===== src/rtl/systolic_feeder_4_if.sv =====
// Load port of systolic_feeder_4: writes one A row or one B column per cycle.
interface systolic_feeder_4_if #(
   parameter int unsigned data_size = 8
);
   logic                     load_valid;
   logic                     load_sel;
   logic [1:0]               load_idx;
   logic [4*data_size-1:0]   load_data;
   logic                     load_ready;

   modport master (
      output load_valid, load_sel, load_idx, load_data,
      input  load_ready
   );

   modport slave (
      input  load_valid, load_sel, load_idx, load_data,
      output load_ready
   );
endinterface


===== src/rtl/systolic_feeder_4.sv =====
// systolic_feeder_4: holds 4x4 operand matrices A and B and streams them, diagonally
// skewed, into a 4x4 output-stationary systolic array.
// Define SYSTOLIC_FEEDER_DBUF_EN for two A/B banks (load during a run, swap on start).
module systolic_feeder_4 #(
   parameter int unsigned data_size = 8
) (
   input  logic                 clk,
   input  logic                 reset,
   systolic_feeder_4_if.slave   ld,
   input  logic                 start,
   output logic                 busy,
   output logic                 done,
   output logic                 array_rst,
   output logic [data_size-1:0] a1,
   output logic [data_size-1:0] a2,
   output logic [data_size-1:0] a3,
   output logic [data_size-1:0] a4,
   output logic [data_size-1:0] b1,
   output logic [data_size-1:0] b2,
   output logic [data_size-1:0] b3,
   output logic [data_size-1:0] b4
);

   typedef enum logic [2:0] {StIdle, StClear, StStream, StDrain, StDone} state_e;

   state_e               state_q, state_d;
   logic [2:0]           cnt_q, cnt_d;
   logic                 busy_q, done_q, array_rst_q, ready_q;
   logic                 ready_d;
   logic [data_size-1:0] a_q [4];
   logic [data_size-1:0] a_d [4];
   logic [data_size-1:0] b_q [4];
   logic [data_size-1:0] b_d [4];
   // Bank currently visible to the stream logic
   logic [data_size-1:0] act_a [4][4];
   logic [data_size-1:0] act_b [4][4];
   logic                 load_fire;

   assign load_fire = ld.load_valid && ready_q;

`ifdef SYSTOLIC_FEEDER_DBUF_EN
   // bank_q is the streamed bank; loads always target the other (shadow) bank
   logic                 bank_q;
   logic [data_size-1:0] mat_a_q [2][4][4];
   logic [data_size-1:0] mat_b_q [2][4][4];

   // Shadow-bank writes and bank swap on an accepted start
   always_ff @(posedge clk) begin
      if (reset) begin
         bank_q <= 1'b0;
         for (int n = 0; n < 2; n++)
            for (int i = 0; i < 4; i++)
               for (int j = 0; j < 4; j++) begin
                  mat_a_q[n][i][j] <= '0;
                  mat_b_q[n][i][j] <= '0;
               end
      end else begin
         if (state_q == StIdle && start) bank_q <= ~bank_q;
         if (load_fire) begin
            for (int k = 0; k < 4; k++) begin
               if (!ld.load_sel) mat_a_q[~bank_q][ld.load_idx][k] <= ld.load_data[k*data_size +: data_size];
               else              mat_b_q[~bank_q][k][ld.load_idx] <= ld.load_data[k*data_size +: data_size];
            end
         end
      end
   end

   // Select the active bank for streaming
   always_comb begin
      for (int i = 0; i < 4; i++)
         for (int j = 0; j < 4; j++) begin
            act_a[i][j] = mat_a_q[bank_q][i][j];
            act_b[i][j] = mat_b_q[bank_q][i][j];
         end
   end

   assign ready_d = 1'b1;
`else
   logic [data_size-1:0] mat_a_q [4][4];
   logic [data_size-1:0] mat_b_q [4][4];

   // Matrix writes: A row or B column, only while idle
   always_ff @(posedge clk) begin
      if (reset) begin
         for (int i = 0; i < 4; i++)
            for (int j = 0; j < 4; j++) begin
               mat_a_q[i][j] <= '0;
               mat_b_q[i][j] <= '0;
            end
      end else if (load_fire) begin
         for (int k = 0; k < 4; k++) begin
            if (!ld.load_sel) mat_a_q[ld.load_idx][k] <= ld.load_data[k*data_size +: data_size];
            else              mat_b_q[k][ld.load_idx] <= ld.load_data[k*data_size +: data_size];
         end
      end
   end

   // Single bank is always the streamed one
   always_comb begin
      for (int i = 0; i < 4; i++)
         for (int j = 0; j < 4; j++) begin
            act_a[i][j] = mat_a_q[i][j];
            act_b[i][j] = mat_b_q[i][j];
         end
   end

   assign ready_d = (state_d == StIdle);
`endif

   // Next state and step counter
   always_comb begin
      state_d = state_q;
      cnt_d   = cnt_q;
      unique case (state_q)
         StIdle:   if (start) state_d = StClear;
         StClear: begin
            state_d = StStream;
            cnt_d   = 3'd0;
         end
         StStream: begin
            if (cnt_q == 3'd6) begin
               state_d = StDrain;
               cnt_d   = 3'd0;
            end else begin
               cnt_d = cnt_q + 3'd1;
            end
         end
         StDrain: begin
            if (cnt_q == 3'd2) state_d = StDone;
            else               cnt_d = cnt_q + 3'd1;
         end
         StDone:   state_d = StIdle;
         default:  state_d = StIdle;
      endcase
   end

   // Operand outputs for the upcoming cycle: element k-i of lane i, zero outside the window
   always_comb begin
      for (int i = 0; i < 4; i++) begin
         a_d[i] = '0;
         b_d[i] = '0;
         if (state_d == StStream && cnt_d >= 3'(i) && (cnt_d - 3'(i)) <= 3'd3) begin
            a_d[i] = act_a[i][2'(cnt_d - 3'(i))];
            b_d[i] = act_b[2'(cnt_d - 3'(i))][i];
         end
      end
   end

   // State, counter and registered outputs
   always_ff @(posedge clk) begin
      if (reset) begin
         state_q     <= StIdle;
         cnt_q       <= '0;
         busy_q      <= 1'b0;
         done_q      <= 1'b0;
         array_rst_q <= 1'b0;
         ready_q     <= 1'b1;
         for (int i = 0; i < 4; i++) begin
            a_q[i] <= '0;
            b_q[i] <= '0;
         end
      end else begin
         state_q     <= state_d;
         cnt_q       <= cnt_d;
         busy_q      <= (state_d != StIdle);
         done_q      <= (state_d == StDone);
         array_rst_q <= (state_d == StClear);
         ready_q     <= ready_d;
         for (int i = 0; i < 4; i++) begin
            a_q[i] <= a_d[i];
            b_q[i] <= b_d[i];
         end
      end
   end

   assign busy          = busy_q;
   assign done          = done_q;
   assign array_rst     = array_rst_q;
   assign ld.load_ready = ready_q;
   assign a1 = a_q[0];
   assign a2 = a_q[1];
   assign a3 = a_q[2];
   assign a4 = a_q[3];
   assign b1 = b_q[0];
   assign b2 = b_q[1];
   assign b3 = b_q[2];
   assign b4 = b_q[3];

endmodule

===== src/flat_wrapper.sv =====
// flat-port wrapper written by rule: the top's interface ports become plain ports
module systolic_feeder_4_flat 
#(
   parameter int unsigned data_size = 8
)
  (clk, reset, start, busy, done, array_rst, a1, a2, a3, a4, b1, b2, b3, b4, ld_load_valid, ld_load_sel, ld_load_idx, ld_load_data, ld_load_ready);
  systolic_feeder_4_if #(.data_size(data_size)) ld_i ();
  input  logic clk;
  input  logic reset;
  input  logic start;
  output logic busy;
  output logic done;
  output logic array_rst;
  output logic [data_size-1:0] a1;
  output logic [data_size-1:0] a2;
  output logic [data_size-1:0] a3;
  output logic [data_size-1:0] a4;
  output logic [data_size-1:0] b1;
  output logic [data_size-1:0] b2;
  output logic [data_size-1:0] b3;
  output logic [data_size-1:0] b4;
  input wire logic [$bits(ld_i.load_valid)-1:0] ld_load_valid;
  input wire logic [$bits(ld_i.load_sel)-1:0] ld_load_sel;
  input wire logic [$bits(ld_i.load_idx)-1:0] ld_load_idx;
  input wire logic [$bits(ld_i.load_data)-1:0] ld_load_data;
  output wire logic [$bits(ld_i.load_ready)-1:0] ld_load_ready;
  assign ld_i.load_valid = ld_load_valid;
  assign ld_i.load_sel = ld_load_sel;
  assign ld_i.load_idx = ld_load_idx;
  assign ld_i.load_data = ld_load_data;
  assign ld_load_ready = ld_i.load_ready;
  systolic_feeder_4 #(.data_size(data_size)) u_core (.clk(clk), .reset(reset), .ld(ld_i), .start(start), .busy(busy), .done(done), .array_rst(array_rst), .a1(a1), .a2(a2), .a3(a3), .a4(a4), .b1(b1), .b2(b2), .b3(b3), .b4(b4));
endmodule

===== config.mk =====
export PLATFORM = sky130hd
export DESIGN_NAME = systolic_feeder_4_flat
export DESIGN_NICKNAME = d
export VERILOG_FILES = /design/src/rtl/systolic_feeder_4_if.sv /design/src/rtl/systolic_feeder_4.sv /design/src/flat_wrapper.sv
export SDC_FILE = /design/constraint.sdc
export NUM_CORES = 1
export LEC_CHECK = 0
export CAP_MARGIN = 10
export CORE_ASPECT_RATIO = 2
export CORE_MARGIN = 2
export CORE_UTILIZATION = 35
export CTS_CLUSTER_DIAMETER = 150
export CTS_CLUSTER_SIZE = 25
export DETAILED_ROUTE_END_ITERATION = 8
export PLACE_DENSITY = 0.54
export SETUP_SLACK_MARGIN = 0.15
export SYNTH_ARGS = -nofsm -noshare
export SYNTH_HDL_FRONTEND = slang
export SYNTH_SLANG_ARGS = --single-unit

===== constraint.sdc =====
create_clock -name clk -period 5.78 [get_ports clk]
set_input_delay 1.734 -clock clk [delete_from_list [all_inputs] [get_ports clk]]
set_output_delay 1.734 -clock clk [all_outputs]
set_load 0.1 [all_outputs]

==> Yosys cells after proc, flatten, opt, wreduce, memory -nomap -nowiden <==
Memory sizes are Yosys's and may differ from the RTL's.
Cells that the tools add are included.
{ "classes": {"order_cmp": 14, "mux": 191, "addsub": 4, "n_bitwise": 141, "reduce_logical": 14, "n_eq_ne": 8} }
{ "ops": {"columns": ["op", "count"], "rows": [
  ["$bmux 32 s2", 4],
  ["$mux 8", 27],
  ["$mux 1", 139],
  ["$or 1x1->1", 136],
  ["$mux 32", 4],
  ["$bmux 8 s2", 4],
  ["$mux 24", 2],
  ["$mux 16", 2],
  ["$reduce_or 32->1", 1],
  ["$demux 8 s2", 1],
  ["$ge 3x3->1 const B", 5],
  ["$mux 3", 5],
  ["$not 2->3", 5],
  ["$eq 3x2->1 const B", 4],
  ["$le 3x2->1 const B", 4],
  ["$pmux 3 s4", 1],
  ["$logic_and 1x1->1", 10],
  ["$pmux 3 s3", 1],
  ["$eq 3x1->1 const B", 2],
  ["$eq 3x3->1 const B", 2],
  ["$ge 3x1->1 const B", 2],
  ["$ge 3x2->1 const B", 2],
  ["$logic_not 3->1", 2],
  ["$sub 3x2->3 const B", 2],
  ["5 further kinds", 5]
]} }
{ "word_totals": {"inputBits": 39, "ramBits": 320, "register_bits": 10, "elab_cells": 382, "memories": 4, "output_inout_bits": 68} }
{ "memory_table": {"columns": ["memory", "words", "word_bits", "read_ports", "rd_clocked_by_memory_dff", "wr", "line_no", "source"], "rows": [
  ["u_core.mat_a_q", 4, 32, 4, 0, 4, "systolic_feeder_4.sv:79", "logic [data_size-1:0] mat_a_q [4][4];"],
  ["u_core.mat_b_q", 4, 32, 4, 0, 4, "systolic_feeder_4.sv:80", "logic [data_size-1:0] mat_b_q [4][4];"],
  ["u_core.a_q", 4, 8, 4, 0, 4, "systolic_feeder_4.sv:30", "logic [data_size-1:0] a_q [4];"],
  ["u_core.b_q", 4, 8, 4, 0, 4, "systolic_feeder_4.sv:32", "logic [data_size-1:0] b_q [4];"]
]} }

==> Longest topological paths before layout <==
Gate-level depths: netlist (run 1).
{ "depth": {"depth_word": 10, "mapped_depth": 14, "depth_no_buf": 11} }

==> Worst setup path after synthesis (run 1) <==
Ideal clock, no wire load.
{ "synth_path": {"path_kind": "input port to flip-flop", "startpoint": "input ld_load_valid", "endpoint": "memory u_core.mat_a_q[1][0] (netlist name) (enable)", "path_buffers": 0, "cell_stages": 4, "required_time_ns": 5.405, "setup_ns": 0.375, "setup_slack_ns": 2.301, "arrival_time_ns": 3.104, "path_cell_list": "nand2_1 -> or3_1 -> nor3b_1 -> or2_2"} }
{ "synth_rtl": {"columns": ["element", "line_no", "source"], "rows": [
  ["start: declaration", "flat_wrapper.sv:22", "input wire logic [$bits(ld_i.load_valid)-1:0] ld_load_valid;"],
  ["end: declaration", "systolic_feeder_4.sv:79", null]
]} }

==> reports/metrics.cfg, run 1 <==
[status]
status=completed

[worst_setup_path]
timing.reg2reg.worst_path_depth=12
critPathArrivalTime_ns=4.08
worst-setup-path-type=in2reg
worst_setup_path_end_kind=register
path_cells=clkdlybuf4s50_1 -> nand2_1 -> or3_1 -> nor3b_2 -> buf_4 -> or2_2
reg2reg_setup_slack_ns=2.02
worst_path_max_delay_cell=sky130_fd_sc_hd__or2_2
critPathRequiredTime_ns=5.94
critPathMaxFanout=33
path_delay_family=simple AND/OR/NAND/NOR gates
crit-reg2reg-capture=u_core.b_q[1][0]
critical_path.n_buffers_inverters=2
timing.critical_path.slowest_cell_delay_ns=0.64
timing.rr.start=u_core.cnt_q[0]
worst_setup_path_start_kind=primary input

[clock_network]
clk_path_buf_depth=3
hold_buffers=0
path_clk_slew_ns=0.10
clock-sinks=330
postCtsSetupRepairBufs=0
ctsResizeCount=0
clock_tree_from_tritoncts=built
cts-htree-levels=1
tritoncts.num_buffers=17
buffer_cell_driving_the_clock_tree_root=sky130_fd_sc_hd__clkbuf_16
clock_latency_reported_for_the_late_side_of_the_worst_skew_pair_ns=0.52

[logic_synthesis]
synth-xor-area-share=0.000649
synth_common_cells=200 x sky130_fd_sc_hd__edfxtp_1, 193 x sky130_fd_sc_hd__and2_1, 130 x sky130_fd_sc_hd__dfxtp_1
synth.yosys.warnings=0
yosysUniqueCellTypes=54
avgSynthCellArea_sq_um=14.0
synth-adder-area-share=0.0102
number_of_nets_in_the_synthesized_netlist=1016
yosys-mux-area-fraction=0.109
synth.cell_area_sq_um=13500
synth_simple_gate_area_frac=0.182
synth_top_cell_area_share=0.445
synth-seq-cells=330
synth_top_area_cell=sky130_fd_sc_hd__edfxtp_1
synth-edff-count=200
async_s_r_ff_share_synth=0
synth_top_family_by_area=simple AND/OR/NAND/NOR gates
yosysSeqAreaShare=0.638
synth.most_common_cell=sky130_fd_sc_hd__edfxtp_1
netlist_top_cells_area=sky130_fd_sc_hd__edfxtp_1 44%, sky130_fd_sc_hd__dfxtp_1 19%, sky130_fd_sc_hd__mux4_2 11%
yosys_most_used_dff=sky130_fd_sc_hd__edfxtp_1
synthCells=966
synth-compound-area-share=0.0328

[routing]
drt_iter0_markers=597
routedLengthMet1_mm=14.1
post_drt_antenna_nets=0
detailedRoute.firstPassIterationCount=5
drt_drc_violations_left=0
wl_mm=36.3
vias_per_cell=4.93
met2WireLength_mm=19.6
wire_per_inst_microns=23.1
met3RoutedLength_mm=1.55
vias=7729
route.top_layer_used=met4

[sta]
final_max_slew_viols=0
clock_skew_ns=0.0313
finalHoldViolations=0
clock.fmax_mhz=255
maxSlewHeadroom=0.323
timing.final.crit_period_ns=3.92
worst_slew_pin_slew_ns=1.02
setup_repair_after_global_routing_missed_its_margin=false
layout_worst_path_cycle_share=0.678
final_hold_slack_ns=0.459
total_setup_violations_reported_at_the_end_of_the_flow=0
fin_tns_setup_ns=0

[die]
start_util=0.355
num_rows=101
ios=107
die-area_sq_um=40300
die_height_microns=282
die_x_microns=143
core_area_sq_um=38000

[layout]
drive_gt1_frac=0.128
fin_nets=1093
antenna-diode-count=0
area_delta_synth_final_pct=14.6

[global_route]
first_global_vias=7927
grt_first_pass_wirelength_mm=53.1
maximum_number_of_pins_on_one_net_before_global_route_repair=67
gr-total-overflow=0
grtUsageTotal=0.183
grt_antenna_before_repair=1

[placement]
detailed_place_hpwl_mm=23.9
routabilityCongestion=0.807
placement.io_buffers=106

[pwr]
p_leak_nw=5.38
vdd_ir_drop_max_uv=228
pwr_density_nw_per_um2=285

[min_path]
timing.hold.worst_endpoint=u_core.mat_b_q[2][3]
hold_path_startpoint=u_core.mat_b_q[2][3]
worstHoldPathType=reg2reg
min_delay_path_depth=2

[job]
max_cap_violations=0

==> area by class of cell <==
type / instances / area [sq um]
multi-input cells: 565 / 4520
repair buffers: 122 / 1180
clock inverters: 1 / 20.0
clock buffers: 28 / 467
fillers: 3572 / 22600
well taps: 515 / 644
flip-flops and latches: 330 / 8610
inverters: 7 / 28.8
==> metal layers <==
metal  up-vias  track usage
met3        44       0.0163
met5         -            0
met1      3905        0.227
li1       3559            -
met4         0       0.0569
met2       221        0.335
==> worst reg2reg max path, cell delays in order (launching register included) <==
cell and delay (ns):
sky130_fd_sc_hd__dfxtp_1 0.45, sky130_fd_sc_hd__inv_1 0.07, sky130_fd_sc_hd__ha_1 0.28, sky130_fd_sc_hd__and3b_1 0.22, sky130_fd_sc_hd__o211ai_2 0.24, sky130_fd_sc_hd__nand2_4 0.25
sky130_fd_sc_hd__inv_4 0.52, sky130_fd_sc_hd__buf_4 0.66, sky130_fd_sc_hd__ha_1 0.29, sky130_fd_sc_hd__and3_1 0.16, sky130_fd_sc_hd__mux2i_2 0.07, sky130_fd_sc_hd__buf_4 0.22
sky130_fd_sc_hd__nor3b_1 0.25
==> logic make-up after synthesis <==
kind of cell               Yosys count
DFF                                330
adders and majority gates           11
xor gates and xnor gates             1
and+or+nand+nor                    420
AOI/OAI and AO/OA                   67
buffers and inverters               71
muxes                               66
==> how the worst max path moves through the flow <==
| stage | from | endpoint | cells past startpoint |
|---|---|---|---|
| final | ld_load_valid | u_core.mat_a_q[1][11] | 6 |
| after global routing | u_core.cnt_q[0] | u_core.b_q[1][5] | 12 |
| after CTS | u_core.cnt_q[0] | u_core.b_q[2][3] | 10 |
| after detailed placement | ld_load_valid | u_core.mat_a_q[1][12] | 6 |
| after global placement | ld_load_valid | u_core.mat_a_q[1][19] | 6 |
| after floorplan | ld_load_valid | u_core.mat_a_q[1][0] | 4 |
==> where the power goes <==
part | switching (W) | internal (W) | leakage [nW] | total, W
clock network | 0.000766 | 0.000571 | 0.232 | 0.00134
logic | 0.000306 | 0.000185 | 2.02 | 0.000490
registers | 0.0000252 | 0.00256 | 3.13 | 0.00259
total | 0.00110 | 0.00332 | 5.38 | 0.00442
==> sequential cells by signal, indices dropped and copies added (netlist names) <==
register,flops
u_core.b_q,32
u_core.array_rst,1
u_core.done,1
u_core.state_q,3
u_core.mat_a_q,128
u_core.busy,1
u_core.ld.load_ready,1
u_core.cnt_q,3
u_core.a_q,32
u_core.mat_b_q,128
==> placed cells by master, fill, tap and decap left out, types with 2 or more instances in the layout <==
cell                                n
sky130_fd_sc_hd__edfxtp_1         200
sky130_fd_sc_hd__and2_1           193
sky130_fd_sc_hd__dfxtp_1          130
sky130_fd_sc_hd__nand2_1          109
sky130_fd_sc_hd__clkdlybuf4s50_1  105
sky130_fd_sc_hd__mux4_2            63
sky130_fd_sc_hd__a21oi_1           41
sky130_fd_sc_hd__nor3b_1           22
sky130_fd_sc_hd__nor2b_1           19
sky130_fd_sc_hd__clkbuf_16         17
sky130_fd_sc_hd__buf_4             16
sky130_fd_sc_hd__nor2_1            14
sky130_fd_sc_hd__nor3b_2           14
sky130_fd_sc_hd__nand2b_1          12
sky130_fd_sc_hd__ha_1              11
sky130_fd_sc_hd__clkbuf_1          11
sky130_fd_sc_hd__nand3b_1           9
sky130_fd_sc_hd__or2_2              9
sky130_fd_sc_hd__o21ai_0            7
sky130_fd_sc_hd__inv_1              5
sky130_fd_sc_hd__nor3_1             4
sky130_fd_sc_hd__and3_1             3
sky130_fd_sc_hd__o21ai_1            2
sky130_fd_sc_hd__and3b_1            2
sky130_fd_sc_hd__nand4b_1           2
sky130_fd_sc_hd__o21bai_2           2
sky130_fd_sc_hd__or3_1              2
sky130_fd_sc_hd__a41oi_1            2
==> through the flow <==
step	instance area [sq um]	setup slack, ns	total power (W)	utilization	cells
after floorplan	13500	2.30	0.00297	-	966
after global routing	15500	1.55	0.00457	0.407	1568
after detailed placement	15000	1.32	0.00314	0.394	1539
after global placement	15000	1.36	0.00314	0.394	1539
after CTS	15500	1.86	0.00447	0.407	1568
final	15500	1.86	0.00442	0.407	1568
Note: power is estimated with default switching activity, not from simulation.
==> run 2: changes to the inputs <==
PLACE_DENSITY = 0.55   (was 0.54)
clock period = 3.43 ns   (was 5.78 ns; I/O delays follow)
==> reports/metrics.cfg, run 2 (same netlist as run 1, synthesis figures left out) <==
[status]
status=completed

[routing]
wire_per_inst_microns=23.2
detailedRoute.firstPassIterationCount=5
drt_drc_violations_left=0
vias=7834
wl_mm=36.9
drt_iter0_markers=635
post_drt_antenna_nets=0
vias_per_cell=4.94

[pwr]
pwr_density_nw_per_um2=480
vdd_ir_drop_max_uv=320
p_leak_nw=5.64

[min_path]
min_delay_path_depth=2
timing.hold.worst_endpoint=u_core.mat_b_q[2][7]
worstHoldPathType=reg2reg
hold_path_startpoint=u_core.mat_b_q[2][7]

[clock_network]
clk_path_buf_depth=3
clock_tree_from_tritoncts=built
path_clk_slew_ns=0.10
buffer_cell_driving_the_clock_tree_root=sky130_fd_sc_hd__clkbuf_16
clock_latency_reported_for_the_late_side_of_the_worst_skew_pair_ns=0.53
clock-sinks=330
tritoncts.num_buffers=17
cts-htree-levels=1
postCtsSetupRepairBufs=0

[sta]
timing.final.crit_period_ns=3.00
worst_slew_pin_slew_ns=0.933
clock_skew_ns=0.0435
setup_repair_after_global_routing_missed_its_margin=false
layout_worst_path_cycle_share=0.875
total_setup_violations_reported_at_the_end_of_the_flow=0
final_hold_slack_ns=0.459
clock.fmax_mhz=333
maxSlewHeadroom=0.376
final_max_slew_viols=0
finalHoldViolations=0
fin_tns_setup_ns=0

[layout]
area_delta_synth_final_pct=15.1
final_cell_mix=200 x sky130_fd_sc_hd__edfxtp_1, 193 x sky130_fd_sc_hd__and2_1, 129 x sky130_fd_sc_hd__dfxtp_1
most_common_cell_after_layout_fill_and_taps_aside=sky130_fd_sc_hd__edfxtp_1
fillerInstances=3570
fin_nets=1111
finalNonFillerCells=1586
top_regs=u_core.mat_a_q: 128 flops, u_core.mat_b_q: 128 flops
drive_gt1_frac=0.207
antenna-diode-count=0

[worst_setup_path]
path_delay_family=compound AO/OA/AOI/OAI gates
reg2reg_setup_slack_ns=0.43
path_cells=inv_1 -> ha_1 -> and3b_1 -> o211ai_2 -> nand2_4 -> inv_6 -> ha_1 -> a41oi_1 -> a2111oi_4 -> buf_4 -> and2_1
cp_common_cell=sky130_fd_sc_hd__ha_1
timing.critical_path.slowest_cell_delay_ns=0.48
worst-setup-path-type=reg2reg
critPathRequiredTime_ns=3.88
worst_path_max_delay_cell=sky130_fd_sc_hd__a2111oi_4
crit-reg2reg-capture=u_core.a_q[2][6]
critPathMaxFanout=16
worstSetupStartpoint=u_core.cnt_q[0]
worst_setup_path_end_kind=register
critical_path.n_buffers_inverters=3
timing.reg2reg.worst_path_depth=11
timing.rr.start=u_core.cnt_q[0]
worst_setup_path_start_kind=register
critPathArrivalTime_ns=3.45

[die]
start_util=0.355
die_height_microns=282
die_x_microns=143
ios=107
num_rows=101
die-area_sq_um=40300
core_area_sq_um=38000

[global_route]
gr-total-overflow=0
grt_first_pass_wirelength_mm=53.3
first_global_vias=7987
grt_antenna_before_repair=0
maximum_number_of_pins_on_one_net_before_global_route_repair=65
grtUsageTotal=0.186

[job]
max_cap_violations=0

[placement]
placement.io_buffers=106
detailed_place_hpwl_mm=24.7
routabilityCongestion=0.855
placed_cells=1557

[run 2: cell count changes in the layout (fill, tap and decap cells not counted), sizes merged]
cell and delta:
buf +86, clkdlybuf4s50 -68
[run 2: worst min-delay path, delay by kind of cell (launching register included)]
family | cells | cell delay [ns]
compound gates | 1 | 0.05
flops | 1 | 0.32
simple gates | 1 | 0.05
[run 2: power breakdown]
part | total [W] | switching, W | internal [W]
logic | 0.000865 | 0.000525 | 0.000340
clock network | 0.00223 | 0.00127 | 0.000961
registers | 0.00437 | 0.0000459 | 0.00432
total | 0.00746 | 0.00184 | 0.00562
[run 2: repair_timing]
item,in CTS,in global routing
hold buffers,0,0
setup endpoints to repair,0,28
resized for setup,0,3
[run 2: cell type report]
| cell class | count | area, sq um | share of cell area |
|---|---|---|---|
| multi-input cells | 565 | 4530 | 0.292 |
| repair buffers | 140 | 1230 | 0.0791 |
| flip-flops and latches | 330 | 8610 | 0.554 |
| clock buffers | 28 | 467 | 0.0300 |
| inverters | 7 | 31.3 | 0.00201 |
| clock inverters | 1 | 20.0 | 0.00129 |
| well taps | 515 | 644 | 0.0415 |
[run 2: worst max-delay path by stage]
stage,to,depth (start not counted)
final,u_core.a_q[2][6],11
after global routing,u_core.a_q[2][6],11
after CTS,u_core.a_q[2][6],11
after detailed placement,u_core.a_q[2][6],11
after global placement,u_core.a_q[2][6],11
after floorplan,u_core.a_q[1][2],12
[run 2: stage by stage]
| step | utilization | total power [W] | instance area [sq um] | worst slack, ns |
|---|---|---|---|---|
| 2_1_floorplan | - | 0.00500 | 13500 | 0.497 |
| 3_3_place_gp | 0.395 | 0.00533 | 15000 | 0.179 |
| 3_5_place_dp | 0.395 | 0.00534 | 15000 | 0.194 |
| 4_1_cts | 0.408 | 0.00756 | 15500 | 0.159 |
| 5_1_grt | 0.408 | 0.00771 | 15500 | 0.151 |
| 6_report | 0.408 | 0.00746 | 15500 | 0.427 |
[run 2: layer usage]
metal | vias up | part of all wire | wire length (microns) | global-route usage
li1 | 3598 | - | - | -
met1 | 3954 | 0.38 | 13800 | 0.220
met2 | 224 | 0.54 | 19800 | 0.340
met3 | 58 | 0.047 | 1720 | 0.0200
met4 | 0 | 0.041 | 1530 | 0.0751
met5 | - | 0 | 0 | 0
==> run 3: changes to the inputs <==
clock period = 2.65 ns   (was 3.43 ns; I/O delays follow)
==> reports/metrics.cfg, run 3 (same netlist as run 1, synthesis figures left out) <==
[status]
status=completed

[pwr]
design_power_total_w=0.00986
vdd_ir_drop_max_uv=419
p_leak_nw=6.11
pwr_density_nw_per_um2=600

[routing]
detailedRoute.firstPassIterationCount=5
vias_per_cell=4.89
post_drt_antenna_nets=0
drt_drc_violations_left=0
wl_mm=37.9
wire_per_inst_microns=22.8
vias=8134
drt_iter0_markers=618

[worst_setup_path]
worst-setup-path-type=reg2reg
worst_setup_path_end_kind=register
critPathMaxFanout=6
critPathArrivalTime_ns=2.86
critPathRequiredTime_ns=3.07
worst_setup_path_start_kind=register

[layout]
finalCoreUtilization=0.432
final_design_area_no_fill_sq_um=16400
final_cell_mix=200 x sky130_fd_sc_hd__edfxtp_1, 193 x sky130_fd_sc_hd__and2_1, 157 x sky130_fd_sc_hd__buf_4
finalNonFillerCells=1663
top_regs=u_core.mat_a_q: 128 flops, u_core.mat_b_q: 128 flops
drive_gt1_frac=0.282
most_common_cell_after_layout_fill_and_taps_aside=sky130_fd_sc_hd__edfxtp_1
area_delta_synth_final_pct=21.6
fin_nets=1186

[sta]
maxSlewHeadroom=0.418
finalHoldViolations=0
worst_slew_pin_slew_ns=0.871
layout_worst_path_cycle_share=0.920
clock_skew_ns=0.0263
total_setup_violations_reported_at_the_end_of_the_flow=0
final_max_slew_viols=0
clock.fmax_mhz=410
final_hold_slack_ns=0.457
timing.final.crit_period_ns=2.44
setup_repair_after_global_routing_missed_its_margin=false

[global_route]
gr-total-overflow=0
grt.busiest_layer=met2
use_met3=0.0178
grtUsageTotal=0.190
met1_track_utilization_from_global_routing=0.227
first_global_vias=8414
globalRouteMet2Util=0.346
grt_antenna_before_repair=2
grt_first_pass_wirelength_mm=55.0
maximum_number_of_pins_on_one_net_before_global_route_repair=42

[die]
start_util=0.355
die-area_sq_um=40300
core_area_sq_um=38000
num_rows=101
ios=107
die_height_microns=282
die_x_microns=143

[min_path]
worstHoldPathType=reg2reg

[clock_network]
clock_tree_from_tritoncts=built
buffer_cell_driving_the_clock_tree_root=sky130_fd_sc_hd__clkbuf_16
path_clk_slew_ns=0.10
tritoncts.num_buffers=17
hold_buffers=0
clock_latency_reported_for_the_late_side_of_the_worst_skew_pair_ns=0.54
cts-htree-levels=1
clk_path_buf_depth=3
clock-sinks=330

[placement]
routabilityCongestion=0.811
detailed_place_hpwl_mm=25.7
placedInstanceArea_sq_um=15600
placed_cells=1613
placement.io_buffers=106

[job]
max_cap_violations=0

run 3: cell types whose count changed in the layout (fill, tap and decap cells not counted), sizes merged:
cell,change
diode,+1
clkbuf,+1
clkinv,+1
bufbuf,+1
buf,+73
run 3: worst paths after layout:
check | startpoint | depth (start not counted) | slack [ns] | to
setup / recovery | u_core.cnt_q[0] | 10 | 0.21 | u_core.b_q[3][0]
setup reg to reg | u_core.cnt_q[0] | 10 | 0.21 | u_core.b_q[3][0]
hold reg to reg | u_core.mat_b_q[2][3] | 2 | 0.46 | u_core.mat_b_q[2][3]
hold / removal | u_core.mat_b_q[2][3] | 2 | 0.46 | u_core.mat_b_q[2][3]
run 3: power breakdown:
group | total [W] | switching (W) | internal [W] | leakage [nW]
combinational | 0.00129 | 0.000728 | 0.000567 | 2.73
sequential | 0.00565 | 0.0000575 | 0.00559 | 3.14
clock | 0.00292 | 0.00166 | 0.00125 | 0.237
total | 0.00986 | 0.00245 | 0.00741 | 6.11
run 3: per-stage QoR:
step           setup slack (ns)  TNS, ns
2_1_floorplan             0.119        0
3_3_place_gp             -0.105    -3.77
3_5_place_dp            -0.0699    -2.61
4_1_cts                   0.124        0
5_1_grt                   0.130        0
6_report                  0.212        0
run 3: per-layer routing:
metal | part of all wire | vias up
met3 | 0.043 | 56
met5 | 0.00042 | -
met4 | 0.045 | 2
met2 | 0.53 | 248
met1 | 0.38 | 4082
li1 | - | 3746
run 3: repair_timing:
item                       in CTS  in global routing
buffers inserted                3                 14
cloned                          1                  1
setup endpoints to repair      49                 46
resized for setup              15                 20
pin swaps                       5                 11
run 3: final cells by class:
| type | count | area (sq um) |
|---|---|---|
| multi-input cells | 565 | 4640 |
| clock buffers | 28 | 467 |
| flip-flops and latches | 330 | 8620 |
| clock inverters | 2 | 28.8 |
| fillers | 3522 | 21600 |
| diodes | 1 | 2.50 |
| repair buffers | 215 | 1970 |
| inverters | 7 | 41.3 |
| well taps | 515 | 644 |
run 3: worst max-delay path, stage by stage, from the launching register on:
cell	delay, ns
sky130_fd_sc_hd__dfxtp_4	0.38
sky130_fd_sc_hd__inv_2	0.04
sky130_fd_sc_hd__ha_4	0.17
sky130_fd_sc_hd__and3b_1	0.17
sky130_fd_sc_hd__o211ai_2	0.21
sky130_fd_sc_hd__nand2_4	0.13
sky130_fd_sc_hd__ha_4	0.18
sky130_fd_sc_hd__ha_2	0.19
sky130_fd_sc_hd__o31ai_4	0.54
sky130_fd_sc_hd__clkbuf_16	0.26
sky130_fd_sc_hd__nor2b_1	0.04
==> patch, RTL diff (flow settings as in run 2) <==
`data_size` is set to 8 in 3 places; all go to 4.
--- a/src/rtl/systolic_feeder_4_if.sv
+++ b/src/rtl/systolic_feeder_4_if.sv
@@ -2,3 +2,3 @@
 interface systolic_feeder_4_if #(
-   parameter int unsigned data_size = 8
+   parameter int unsigned data_size = 4
 );
--- a/src/rtl/systolic_feeder_4.sv
+++ b/src/rtl/systolic_feeder_4.sv
@@ -4,3 +4,3 @@
 module systolic_feeder_4 #(
-   parameter int unsigned data_size = 8
+   parameter int unsigned data_size = 4
 ) (
--- a/src/flat_wrapper.sv
+++ b/src/flat_wrapper.sv
@@ -3,3 +3,3 @@
 #(
-   parameter int unsigned data_size = 8
+   parameter int unsigned data_size = 4
 )
Ports: changed (9 resized); port bits go from 107 to 59. No check against the original RTL was run, so the function may have changed too.
==> patch against run 2 <==
  * Via count down 47%
  * Area after synthesis fell by 47%
  * Sequential cell count down 160
  * Total power decreased by 37%
  * Core utilization rose by 1.5 points
  * Setup slack lost 11 ps
  * Die area down 46%
  * Routed wire length down 52%
  * Sequential power is 49% lower
  * Final area down 44%
  * Largest power group unchanged
==> patch: results (changes against run 2) <==
| Quantity | This run | Delta |
| --- | --- | --- |
| Reg power frac | 47.7% | -11 points |
| Met2 wirelength from detailed routing | 10400 um | -47% |
| Via count of the first global-routing pass | 4491 | -44% |
| Ant diodes | 0 | unchanged |
| Power dissipated by switching net loads | 1.09 mW | -41% |
| Deepest level of the CTS H-tree | 4 | +3 |
| Static power due to leakage | 3.23 nW | -43% |
| Commonest cells post-synth | sky130_fd_sc_hd__edfxtp_1, sky130_fd_sc_hd__and2_1, sky130_fd_sc_hd__dfxtp_1 |  |
| Post-placement setup slack | 273 ps | +78.4 ps |
| First-pass GRT wire length | 26900 um | -50% |
| Terminus of the critical flop-to-flop path | u_core.b_q[2][1] |  |
| Number of flops mapped to enable cells by yosys | 100 | -50% |
| Detailed-route wire length on metal 1 | 6460 um | -53% |
| Number of nets in the layout | 619 | -44% |
| Crit path DAT | 3390 ps | -60 ps |
| Cells after synthesis | 519 | -46% |
| Hold EP | u_core.mat_b_q[3][7] |  |
| Part of the Yosys area used for sequential elements | 61.0% | -2.7 points |
| Synth Net Count | 553 | -46% |
| Largest net degree at the start of global routing | 25 | -62% |
| Buffer depth of the longest clock path | 2 | -1 |
| Startpoint of the most critical hold path | u_core.mat_b_q[3][7] |  |
| Number of library cell types mapped by synthesis | 50 | -7.4% |
| Standard cell with the maximum stage delay on the critical path | sky130_fd_sc_hd__dfxtp_1 |  |
| Peak fanout along the critical path | 18 | +2 |
| Run status | completed |  |
| Wire length on met3 | 482 um | -72% |
| GP Congestion | 0.778 | -9.0% |
| Number of buffers inserted to repair setup after CTS | 0 | unchanged |
| Detail-routed net length per standard cell | 20.7 um | -11% |
| Number of buffers added on ports | 58 | -45% |
| Overall routed net length | 17800 um | -52% |
| Worst voltage drop across the vdd grid | 320 uV | -0.28% |
| Initial DRC count | 193 | -70% |
| Timing-limited maximum frequency | 332 MHz | -0.37% |
| # placed instances | 832 | -47% |
| Insertion delay of the later-clocked pin in the worst-skew pair | 430 ps | -100 ps |
| Leading registers by flop count | u_core.mat_a_q (64), u_core.mat_b_q (64) |  |
| Share of post-route cells with drive strength above 1 | 23.5% | +2.7 points |
| Stage delay of the slowest cell on the critical path | 460 ps | -20 ps |
| Global routing usage summed across all routing layers | 17.2% | -1.3 points |
| Total vias in the final route | 4178 | -47% |
| Relative max-transition margin | 39.4% | +1.8 points |
| Clock skew | 5.11 ps | -38.4 ps |
| Top cells by area, synth | sky130_fd_sc_hd__edfxtp_1, sky130_fd_sc_hd__dfxtp_1, sky130_fd_sc_hd__mux4_2 |  |
| HPWL after DPL | 12400 um | -50% |
| Post-CTS clock slew at the launch and capture registers of the worst setup and hold paths | 60 ps | -40 ps |
patch: changes by cell type in the layout (fill, tap and decap cells not counted), sizes merged, moves of 9 or more:
cell / delta
mux4: -32
edfxtp: -100
clkbuf: -10
clkdlybuf4s50: -15
nor3b: -15
nand2: -74
and2: -97
mux2i: +12
nor2: +11
buf: -50
dfxtp: -60
a21oi: -25
nand2b: -9
patch: metal layers:
metal / global-route usage, % / vias up
met5: 0 / -
met4: 6.85 / 0
met3: 3.59 / 31
met2: 33.6 / 81
met1: 17.2 / 2081
li1: - / 1985
patch: area by class of cell:
class                      count  area [um^2]
sequential                   170         4400
inverter                       7         28.8
clock inverter                13          176
timing repair buffer          75          643
fill                        1940        11700
clock buffer                  18          439
multi-input combinational    314         2610
tap                          266          333
patch: per-stage QoR:
stage / hold WS (ps) / util (%) / total power [mW] / area [um^2]
after global routing: 473 / 42.4 / 4.87 / 8630
final: 459 / 42.4 / 4.72 / 8630
after global placement: 442 / 39.4 / 2.75 / 8020
after floorplan: 433 / - / 2.60 / 7210
after detailed placement: 450 / 39.4 / 2.76 / 8020
after CTS: 459 / 42.4 / 4.76 / 8630
patch: how the worst max path moves through the flow:
| stage | startpoint | endpoint |
|---|---|---|
| after CTS | u_core.cnt_q[0] | u_core.b_q[2][1] |
| final | u_core.cnt_q[0] | u_core.b_q[2][1] |
| after global placement | u_core.cnt_q[0] | u_core.a_q[2][1] |
| after detailed placement | reset | u_core.mat_b_q[2][0] |
| after floorplan | u_core.cnt_q[0] | u_core.a_q[1][1] |
| after global routing | u_core.cnt_q[0] | u_core.b_q[2][1] |
patch: critical path, delay by kind of cell, from the launching register on:
kind / cells / cell delay, ps
DFF: 1 / 460
AOI/OAI and AO/OA: 3 / 840
buffers and inverters: 3 / 620
adders and majority gates: 2 / 530
and+or+nand+nor: 3 / 500
patch: cells by family after synthesis:
group	synth area share [%]
buf+inv	2.77
compound gates	3.54
flops	61.0
simple gates	18.4
fa+ha+maj	1.91
xor+xnor	0.121
mux	12.2
patch: power by group through the flow:
stage / logic [mW] / registers, mW / clock network (mW)
2_1_floorplan: 0.261 / 2.34 / 0
3_3_place_gp: 0.459 / 2.29 / 0
3_5_place_dp: 0.464 / 2.30 / 0
4_1_cts: 0.465 / 2.25 / 2.04
5_1_grt: 0.485 / 2.26 / 2.13
6_report: 0.457 / 2.25 / 2.01
